`config.mk`:
```
export PLATFORM = sky130hd
export DESIGN_NAME = fir_decim_buffer
export DESIGN_NICKNAME = d
export VERILOG_FILES = /design/src/rtl/fir_pkg.sv /design/src/rtl/sync_fifo.sv /design/src/rtl/fir_decim_buffer.sv
export SDC_FILE = /design/constraint.sdc
export NUM_CORES = 1
export LEC_CHECK = 0
export BUFFER_PORTS_ARGS = -buffer_cell sky130_fd_sc_hd__buf_2
export CORE_ASPECT_RATIO = 0.8
export CORE_MARGIN = 3
export CORE_UTILIZATION = 60
export DETAILED_ROUTE_END_ITERATION = 10
export GPL_TIMING_DRIVEN = 0
export PLACE_DENSITY = 0.79
export SYNTH_ARGS = -nofsm -noshare
export SYNTH_HDL_FRONTEND = slang
export SYNTH_HIERARCHICAL = 1
export SYNTH_SLANG_ARGS = --single-unit
```
`constraint.sdc`:
```
create_clock -name clk -period 3.3 [get_ports clk]
set_input_delay 0.165 -clock clk [delete_from_list [all_inputs] [get_ports clk]]
set_output_delay 0.165 -clock clk [all_outputs]
set_load 0.01 [all_outputs]
```
`src/rtl/fir_pkg.sv`:
```
// Shared constants for the FIR decimation output path.
package fir_pkg;
    localparam int SAMPLE_W  = 16;
    localparam int DECIM_DEF = 4;
    localparam int DEPTH_DEF = 8;
endpackage

```
`src/rtl/sync_fifo.sv`:
```
// Show-ahead circular buffer with registered head sample, valid flag and occupancy count.
module sync_fifo
    import fir_pkg::*;
#(
    parameter int DW    = SAMPLE_W,
    parameter int DEPTH = DEPTH_DEF
) (
    input  logic                     clk,
    input  logic                     rst,
    input  logic                     push_i,
    input  logic                     pop_i,
    input  logic [DW-1:0]            din_i,
    output logic [DW-1:0]            dout_o,
    output logic                     valid_o,
    output logic                     full_o,
    output logic                     empty_o,
    output logic [$clog2(DEPTH):0]   count_o
);
    localparam int AW = $clog2(DEPTH);
    localparam int CW = AW + 1;

    logic [DW-1:0] mem_q [DEPTH];
    logic [AW-1:0] wr_q, wr_d, rd_q, rd_d, rd_nxt_s;
    logic [CW-1:0] cnt_q, cnt_d;
    logic [DW-1:0] head_q, head_d;
    logic          valid_q, valid_d;
    logic          full_s, empty_s, push_s, pop_s;

    assign full_s  = (cnt_q == CW'(DEPTH));
    assign empty_s = (cnt_q == CW'(0));
    assign pop_s   = pop_i && !empty_s;
    assign push_s  = push_i && (!full_s || pop_s);

    // Next-state for pointers, count and the registered head-of-buffer sample.
    always_comb begin
        wr_d     = wr_q;
        rd_d     = rd_q;
        cnt_d    = cnt_q;
        head_d   = head_q;
        rd_nxt_s = rd_q + AW'(1);
        if (push_s) begin
            wr_d = wr_q + AW'(1);
        end else begin
            wr_d = wr_q;
        end
        if (pop_s) begin
            rd_d = rd_nxt_s;
        end else begin
            rd_d = rd_q;
        end
        case ({push_s, pop_s})
            2'b10:   cnt_d = cnt_q + CW'(1);
            2'b01:   cnt_d = cnt_q - CW'(1);
            default: cnt_d = cnt_q;
        endcase
        // Incoming sample becomes head only when it lands in an empty (or emptying) buffer.
        if (push_s && (empty_s || (pop_s && cnt_q == CW'(1)))) begin
            head_d = din_i;
        end else if (pop_s) begin
            head_d = mem_q[rd_nxt_s];
        end else begin
            head_d = head_q;
        end
        valid_d = (cnt_d != CW'(0));
    end

    // Pointer, count and head registers with asynchronous clear.
    always_ff @(posedge clk or negedge rst) begin
        if (!rst) begin
            wr_q    <= AW'(0);
            rd_q    <= AW'(0);
            cnt_q   <= CW'(0);
            head_q  <= DW'(0);
            valid_q <= 1'b0;
        end else begin
            wr_q    <= wr_d;
            rd_q    <= rd_d;
            cnt_q   <= cnt_d;
            head_q  <= head_d;
            valid_q <= valid_d;
        end
    end

    // Sample storage; contents are qualified by the count so no reset is needed.
    always_ff @(posedge clk) begin
        if (push_s) begin
            mem_q[wr_q] <= din_i;
        end
    end

    assign dout_o  = head_q;
    assign valid_o = valid_q;
    assign full_o  = full_s;
    assign empty_o = empty_s;
    assign count_o = cnt_q;
endmodule

```
`src/rtl/fir_decim_buffer.sv`:
```
// Decimates the FIR output stream by DECIM and queues the kept samples for a ready/valid consumer.
module fir_decim_buffer
    import fir_pkg::*;
#(
    parameter int DW    = SAMPLE_W,
    parameter int DECIM = DECIM_DEF,
    parameter int DEPTH = DEPTH_DEF
) (
    input  logic                   clk,
    input  logic                   rst,
    input  logic [DW-1:0]          din,
    input  logic                   din_en,
    output logic [DW-1:0]          dout,
    output logic                   dout_valid,
    input  logic                   dout_ready,
    output logic [$clog2(DEPTH):0] count,
    output logic                   overflow,
    input  logic                   clr_ovf
);
    localparam int PW = (DECIM > 1) ? $clog2(DECIM) : 1;

    logic [PW-1:0] ph_q, ph_d;
    logic          ovf_q, ovf_d;
    logic          sel_s, pop_s, drop_s, full_s, empty_s;

    assign sel_s  = din_en && (ph_q == PW'(0));
    assign pop_s  = dout_valid && dout_ready;
    assign drop_s = sel_s && full_s && !pop_s;

    // Phase only moves on real FIR samples, so gaps in din_en do not shift the selection.
    always_comb begin
        ph_d = ph_q;
        if (din_en) begin
            if (ph_q == PW'(DECIM - 1)) begin
                ph_d = PW'(0);
            end else begin
                ph_d = ph_q + PW'(1);
            end
        end else begin
            ph_d = ph_q;
        end
    end

    // Sticky overflow: a drop on the same edge as a clear keeps the flag set.
    always_comb begin
        ovf_d = ovf_q;
        if (drop_s) begin
            ovf_d = 1'b1;
        end else if (clr_ovf) begin
            ovf_d = 1'b0;
        end else begin
            ovf_d = ovf_q;
        end
    end

    // Phase and overflow registers.
    always_ff @(posedge clk or negedge rst) begin
        if (!rst) begin
            ph_q  <= PW'(0);
            ovf_q <= 1'b0;
        end else begin
            ph_q  <= ph_d;
            ovf_q <= ovf_d;
        end
    end

    sync_fifo #(
        .DW    (DW),
        .DEPTH (DEPTH)
    ) u_fifo (
        .clk     (clk),
        .rst     (rst),
        .push_i  (sel_s),
        .pop_i   (pop_s),
        .din_i   (din),
        .dout_o  (dout),
        .valid_o (dout_valid),
        .full_o  (full_s),
        .empty_o (empty_s),
        .count_o (count)
    );

    assign overflow = ovf_q;

    logic unused_s;
    assign unused_s = empty_s;
endmodule

```
==> results of run 1 <==
-- synth_stat cells, types with 3 or more instances --
library cell	n	share of area
mux2i_1	65	0.10
a31oi_1	16	0.015
clkbuf_1	6	0.0034
buf_4	3	0.0034
xnor2_1	5	0.0067
edfxtp_1	128	0.59
o21ai_0	6	0.0046
dfrtp_1	30	0.11
nor2_1	25	0.014
inv_1	7	0.0040
nand3b_1	20	0.023
ha_1	7	0.013
and2_1	3	0.0029
a22oi_1	32	0.037
nand2b_1	4	0.0038
buf_2	11	0.0084
nand2_1	31	0.018
-- state kept, by name, summed over array words and instances, names as in the netlist --
register	count
u_fifo/count_o	4
u_fifo/dout_o	16
u_fifo/valid_o	1
u_fifo/wr_q	3
overflow	1
u_fifo/mem_q	128
u_fifo/rd_q	3
ph_q	2
-- layout make-up --
| cell class | instances | area [um^2] | share of cell area |
|---|---|---|---|
| Buffer | 22 | 118.9 | 0.01542 |
| Inverter | 7 | 26.28 | 0.003409 |
| Clock inverter | 10 | 161.4 | 0.02094 |
| Sequential cell | 158 | 4594 | 0.5960 |
| Timing Repair Buffer | 54 | 352.8 | 0.04577 |
| Tap cell | 140 | 175.2 | 0.02272 |
| Clock buffer | 22 | 464.2 | 0.06022 |
| Multi-Input combinational cell | 243 | 1815 | 0.2355 |
-- per-layer routing --
| layer | global-route usage | wire length [um] | vias to the layer above | share of wire |
|---|---|---|---|---|
| met5 | 0 | 0 | - | 0 |
| met4 | 0.09036 | 252 | 0 | 0.018 |
| met3 | 0.06026 | 757 | 22 | 0.054 |
| met2 | 0.4058 | 7081 | 124 | 0.50 |
| li1 | - | - | 1791 | - |
| met1 | 0.3193 | 5998 | 2013 | 0.43 |
-- final timing paths --
kind | startpoint | end | slack [ps] | cells past startpoint
min reg2reg | overflow$_DFFE_PN0P_ | overflow$_DFFE_PN0P_ | 540 | 2
min in group asynchronous | rst | u_fifo/count_o[1]$_DFF_PN0_ | 390 | 2
min | din[10] | u_fifo/mem_q[7][10]$_DFFE_PP_ | 30 | 1
max | ph_q[1]$_DFFE_PN0P_ | u_fifo/mem_q[5][5]$_DFFE_PP_ | 670 | 7
max reg2reg | ph_q[1]$_DFFE_PN0P_ | u_fifo/mem_q[5][5]$_DFFE_PP_ | 670 | 7
max in group asynchronous | rst | u_fifo/dout_o[13]$_DFFE_PN0P_ | 2410 | 2
-- layout by cell type (no fill, tap or decap), types with 3 or more instances in the layout --
master         instances
edfxtp_1             128
mux2i_1               65
buf_2                 53
a22oi_1               32
nand2_1               31
dfrtp_1               30
nand3b_1              20
nor2_1                19
clkbuf_16             17
a31oi_1               16
clkbuf_1               9
inv_1                  7
ha_1                   7
o21ai_0                6
nor2_2                 6
buf_6                  6
xnor2_1                5
bufinv_16              4
nand2b_1               4
and2_1                 3
clkbuf_8               3
dlygate4sd3_1          3
buf_4                  3
buf_8                  3
-- cell families (layout without fill, tap and decap cells) --
logic type / Yosys count / in the layout
compound gates: 66 / 66
xor+xnor: 6 / 6
fa+ha+maj: 7 / 7
buf+inv: 29 / 115
flops: 158 / 158
mux: 66 / 66
simple gates: 98 / 98
-- report_power, final --
group	internal, mW	switching (mW)	total [mW]
Combinational	1.24	1.80	3.04
Sequential	2.46	0.176	2.64
Clock	1.30	0.737	2.04
Total	5.00	2.71	7.72
==> key figures, run 1 <==
Outcome
  – Outcome: completed

Timing
  – Final Hold Fails: 0
  – Worst slew pin tran: 1041 ps
  – Setup violators final: 0
  – Total count of max-transition violations in the final report: 0
  – Fmax: 380.4 MHz
  – Final period util: 0.7967
  – Setup WS post-layout: 670.9 ps
  – Post-layout minimum cycle time: 2629 ps
  – Setup_tns: 0 ps
  – RSZ-0062 raised after global routing: no
  – Worst slew margin: 0.3055
  – Worst hold slack: 34.33 ps
  – Clk_skew: 6.451 ps

Logic synthesis
  – Post-synth cell types: 42
  – Ys flop type: edfxtp_1
  – Syn avg cell area: 15.19 um^2
  – Post-Synth Adder-Cell Area: 0.01341
  – Asr flop ratio synth: 0.1899
  – Syn. warnings: 6
  – XOR/XNOR Fraction of Synth Area: 0.008048
  – Register area share after synthesis: 0.7036
  – Syn Nets: 458
  – Largest family of logic cells by synthesized area: multiplexers
  – Mapped Cells: 430
  – Compound-Gate Fraction of Synth Area: 0.07070
  – Multiplexer share of the synthesized area: 0.1014
  – #FFs+latches synth: 158
  – Number of enable flip-flop cells after synthesis: 128
  – Simple-gate share of the synthesized area: 0.08067
  – Post-Syn Area: 6530 um^2

Clock tree
  – Postcts setup bufs: 0
  – CTS root buf: clkbuf_16
  – Post-CTS Resized: 0
  – Clk slew on worst S/H paths: 60 ps
  – CTS max path bufs: 2
  – Hold-fix buffers at CTS: 3
  – CTS buffer count: 17
  – H-tree Lvls: 4
  – CTS tree: built
  – Worst-Skew Late Latency: 420 ps
  – Clk sinks: 158

Cells and area
  – Final cell count without fillers: 656
  – Final #Nets: 531
  – Syn-to-layout area delta: 18.05%
  – Filler instances: 663
  – Final instance area: 7709 um^2
  – Share of cells above drive strength 1: 0.2151
  – Utilization after layout: 0.7379
  – N_diodes: 0

GRT
  – Grt total ovfl: 0
  – Largest net degree at the start of global routing: 31
  – Vias in the first global route: 3988
  – Gr usage total: 0.2455
  – First-pass GRT wire length: 21410 um
  – Initial antenna violation count: 0

Die
  – DIE HEIGHT: 99.31 um
  – FP Rows: 33
  – I/O pin count: 43
  – Starting density of the core: 0.6251
  – Core box area: 10450 um^2
  – Die width: 122.6 um
  – Die area: 12180 um^2

Detailed routing
  – Routed Antenna Nets: 0
  – DRT Pass-1 Iters: 5
  – Via Count: 3950
  – DRC violations left: 0
  – WL final: 14090 um
  – Initial DRC Count: 420
  – Drt wl/cell: 21.48 um
  – DR vias/cell: 6.021

Critical path
  – Maximum fanout along the worst path: 16
  – Slowest CP cell: nor2_2
  – CP bufs+invs: 2
  – Crit Path Category: flip-flop to flip-flop
  – CP cell instances: inv_1, ha_1, and2_2, clkbuf_8, o21a_1, nand2_1, nor2_2
  – WP data arrival: 2660 ps
  – CP Capture Type: flip-flop
  – Slowest stage delay, CP: 850 ps
  – Crit path max-delay family: simple AND/OR/NAND/NOR gates
  – CP Launch Type: flip-flop
  – WP data required: 3340 ps

Placement
  – Post-DP HPWL: 9043 um
  – Port bufs: 42
  – GPL Wtd Cong: 0.8125
  – Dpl ws: 716.0 ps
  – Area after DPL: 7053 um^2
  – Placed Cells: 621

Hold path
  – Type of the most critical hold path: input pin to flip-flop

Flow run
  – MaxCap Viol Count: 0

Power and ir drop
  – Leakage Power: 2.885 nW
  – Maximum VDD drop: 0.6308 mV
  – Design Power: 7.717 mW
  – Power Density: 1001 nW/um^2
Note: power is estimated with default switching activity, not from simulation.
==> run 2: changes to the inputs <==
Settings changed: CORE_UTILIZATION 60 to 54, PLACE_DENSITY 0.79 to 0.75.
Clock period 3.3 ns to 2.4 ns, I/O delays scaled along.
==> run 2 against run 1 <==
  * The flow now finishes with violations (hold timing)
  * Sequential power up 38%
  * Design area up 2.3%
  * Count of clock-buffer cells in the layout shrank 2
  * First-iteration DRC count is 0.24% higher
  * Clock power increased by 26%
  * Hold slack lost 35 ps
  * Register-to-register slack worse by 570 ps
  * Clock skew grew 2.2 ps
  * Sequential share of layout area fell by 1.3 points
  * Utilization fell by 6.1 points
  * Critical path depth is 1 higher
  * Total power increased by 36%
  * Largest cell class unchanged
  * Largest power group unchanged
==> key figures, run 2 (synthesis gave the netlist of run 1 again) <==
Clock tree
  – CTS tree: built (unchanged)
  – CTS max path bufs: 2 (unchanged)
  – Clk sinks: 158 (unchanged)
  – Clk slew on worst S/H paths: 60 ps (about the same)
  – CTS buffer count: 17 (unchanged)
  – H-tree Lvls: 4 (unchanged)
  – Worst-Skew Late Latency: 420 ps (about the same)
  – CTS root buf: clkbuf_16 (unchanged)

Power and ir drop
  – Power Density: 1334 nW/um^2 (was 1001 nW/um^2)
  – Design Power: 10.52 mW (was 7.717 mW)
  – Leakage Power: 2.945 nW (was 2.885 nW)
  – Maximum VDD drop: 0.8849 mV (was 0.6308 mV)

Detailed routing
  – DRC violations left: 0 (unchanged)
  – Drt wl/cell: 21.80 um (was 21.48 um)
  – WL final: 14690 um (was 14090 um)
  – DR vias/cell: 5.957 (was 6.021)
  – Initial DRC Count: 421 (was 420)
  – Via Count: 4015 (was 3950)
  – Routed Antenna Nets: 0 (unchanged)
  – DRT Pass-1 Iters: 7 (was 5)

Critical path
  – Maximum fanout along the worst path: 16 (unchanged)
  – CP cell instances: inv_1, ha_1, and2_2, clkbuf_8, o21a_1, nand2_1, nor3_4, buf_12 (was inv_1, ha_1, and2_2, clkbuf_8, o21a_1, nand2_1, nor2_2)
  – Crit path max-delay family: simple AND/OR/NAND/NOR gates (unchanged)
  – Crit Path Category: flip-flop to flip-flop (unchanged)
  – Slowest stage delay, CP: 390 ps (was 850 ps)
  – CP Launch Type: flip-flop (unchanged)
  – WP data required: 2520 ps (was 3340 ps)
  – CP Capture Type: flip-flop (unchanged)
  – WP data arrival: 2420 ps (was 2660 ps)
  – CP bufs+invs: 3 (was 2)
  – Slowest CP cell: dfrtp_1 (was nor2_2)
  – R2R Setup Slk: 100 ps (was 670 ps)

GRT
  – Gr usage total: 0.2200 (was 0.2455)
  – Largest net degree at the start of global routing: 31 (unchanged)
  – Initial antenna violation count: 0 (unchanged)
  – Vias in the first global route: 4081 (was 3988)
  – First-pass GRT wire length: 22020 um (was 21410 um)
  – Grt total ovfl: 0 (unchanged)

Hold path
  – Type of the most critical hold path: input pin to flip-flop (unchanged)

Cells and area
  – Syn-to-layout area delta: 20.77% (was 18.05%)
  – Filler instances: 771 (was 663)
  – FF+latch area: 4594 um^2 (unchanged)
  – Most frequent cells in the layout: edfxtp_1, mux2i_1, buf_2, a22oi_1, nand2_1 (unchanged)
  – Biggest register: u_fifo/mem_q (unchanged)
  – N_diodes: 0 (unchanged)
  – Final cell count without fillers: 674 (was 656)
  – Max reg flops: 128 (unchanged)
  – Most common cell after layout, fill and taps aside: edfxtp_1 (unchanged)
  – Share of cells above drive strength 1: 0.2357 (was 0.2151)
  – Area of the multi-input gates: 1877 um^2 (was 1815 um^2)
  – Final #Nets: 542 (was 531)

Die
  – I/O pin count: 43 (unchanged)
  – Die width: 128.9 um (was 122.6 um)
  – Core box area: 11650 um^2 (was 10450 um^2)
  – DIE HEIGHT: 104.4 um (was 99.31 um)
  – Starting density of the core: 0.5606 (was 0.6251)
  – FP Rows: 35 (was 33)
  – Die area: 13460 um^2 (was 12180 um^2)

Outcome
  – Outcome: finished, violations left (was completed)
  – Failing checks: hold timing

Timing
  – Fmax: 435.4 MHz (was 380.4 MHz)
  – Final period util: 0.9570 (was 0.7967)
  – Total count of max-transition violations in the final report: 0 (unchanged)
  – Clk_skew: 8.650 ps (was 6.451 ps)
  – Post-layout minimum cycle time: 2297 ps (was 2629 ps)
  – Final Hold Fails: 4 (was 0)
  – Worst hold slack: -1.057 ps (was 34.33 ps)
  – Worst slew pin tran: 830.5 ps (was 1041 ps)
  – Setup violators final: 0 (unchanged)
  – Worst slew margin: 0.4463 (was 0.3055)

Placement
  – Port bufs: 42 (unchanged)
  – GPL Wtd Cong: 0.8547 (was 0.8125)
  – Placed Cells: 625 (was 621)
  – Post-DP HPWL: 9158 um (was 9043 um)

Flow run
  – MaxCap Viol Count: 0 (unchanged)
==> run 2: area by class of cell <==
type / count / share of cell area
clock buffers: 20 / 0.05664
inverters: 7 / 0.003332
flip-flops and latches: 158 / 0.5826
multi-input cells: 243 / 0.2380
well taps: 148 / 0.02348
repair buffers: 66 / 0.06568
clock inverters: 11 / 0.01507
plain buffers: 21 / 0.01523
==> run 2: metal layers <==
metal / track usage / vias to the layer above / wire length [um]
li1: - / 1816 / -
met1: 0.2998 / 2012 / 6296
met2: 0.3506 / 156 / 7058
met3: 0.04569 / 31 / 1029
met4: 0.08021 / 0 / 307
met5: 0 / - / 0
==> run 2: through the flow <==
step	area (um^2)	setup slack (ps)	setup TNS (ps)	util	hold WS (ps)
after floorplan	6540	38.31	0	-	-175.6
after global placement	6935	-650.8	-68150	0.5954	239.4
after detailed placement	7038	-249.9	-12850	0.6042	247.7
after CTS	7757	-262.7	-8611	0.6660	0.00002776
after global routing	7886	-18.54	-231.6	0.6770	9.710
final	7886	103.2	0	0.6770	-1.057
==> run 2: what timing repair did <==
action,CTS,global route
hold endpoints to repair,82,0
gates cloned,0,0
setup endpoints to repair,90,103
pin swaps,1,7
setup buffers,1,7
hold buffers,11,0
resized for setup,7,10
==> run 2: power breakdown <==
part,switching (mW),internal (mW)
clock,1.03,1.54
sequential,0.259,3.38
combinational,2.54,1.76
==> run 2: worst paths after layout <==
path | endpoint | startpoint | cells after the start
worst max-delay path | u_fifo/mem_q[1][2]$_DFFE_PP_ | ph_q[0]$_DFFE_PN0P_ | 8
worst min-delay path | u_fifo/mem_q[3][5]$_DFFE_PP_ | din[5] | 1
worst max register to register | u_fifo/mem_q[1][2]$_DFFE_PP_ | ph_q[0]$_DFFE_PN0P_ | 8
worst min register to register | u_fifo/rd_q[1]$_DFFE_PN0N_ | u_fifo/rd_q[1]$_DFFE_PN0N_ | 1
max in group asynchronous | u_fifo/dout_o[12]$_DFFE_PN0P_ | rst | 2
min in group asynchronous | u_fifo/wr_q[0]$_DFFE_PN0P_ | rst | 2
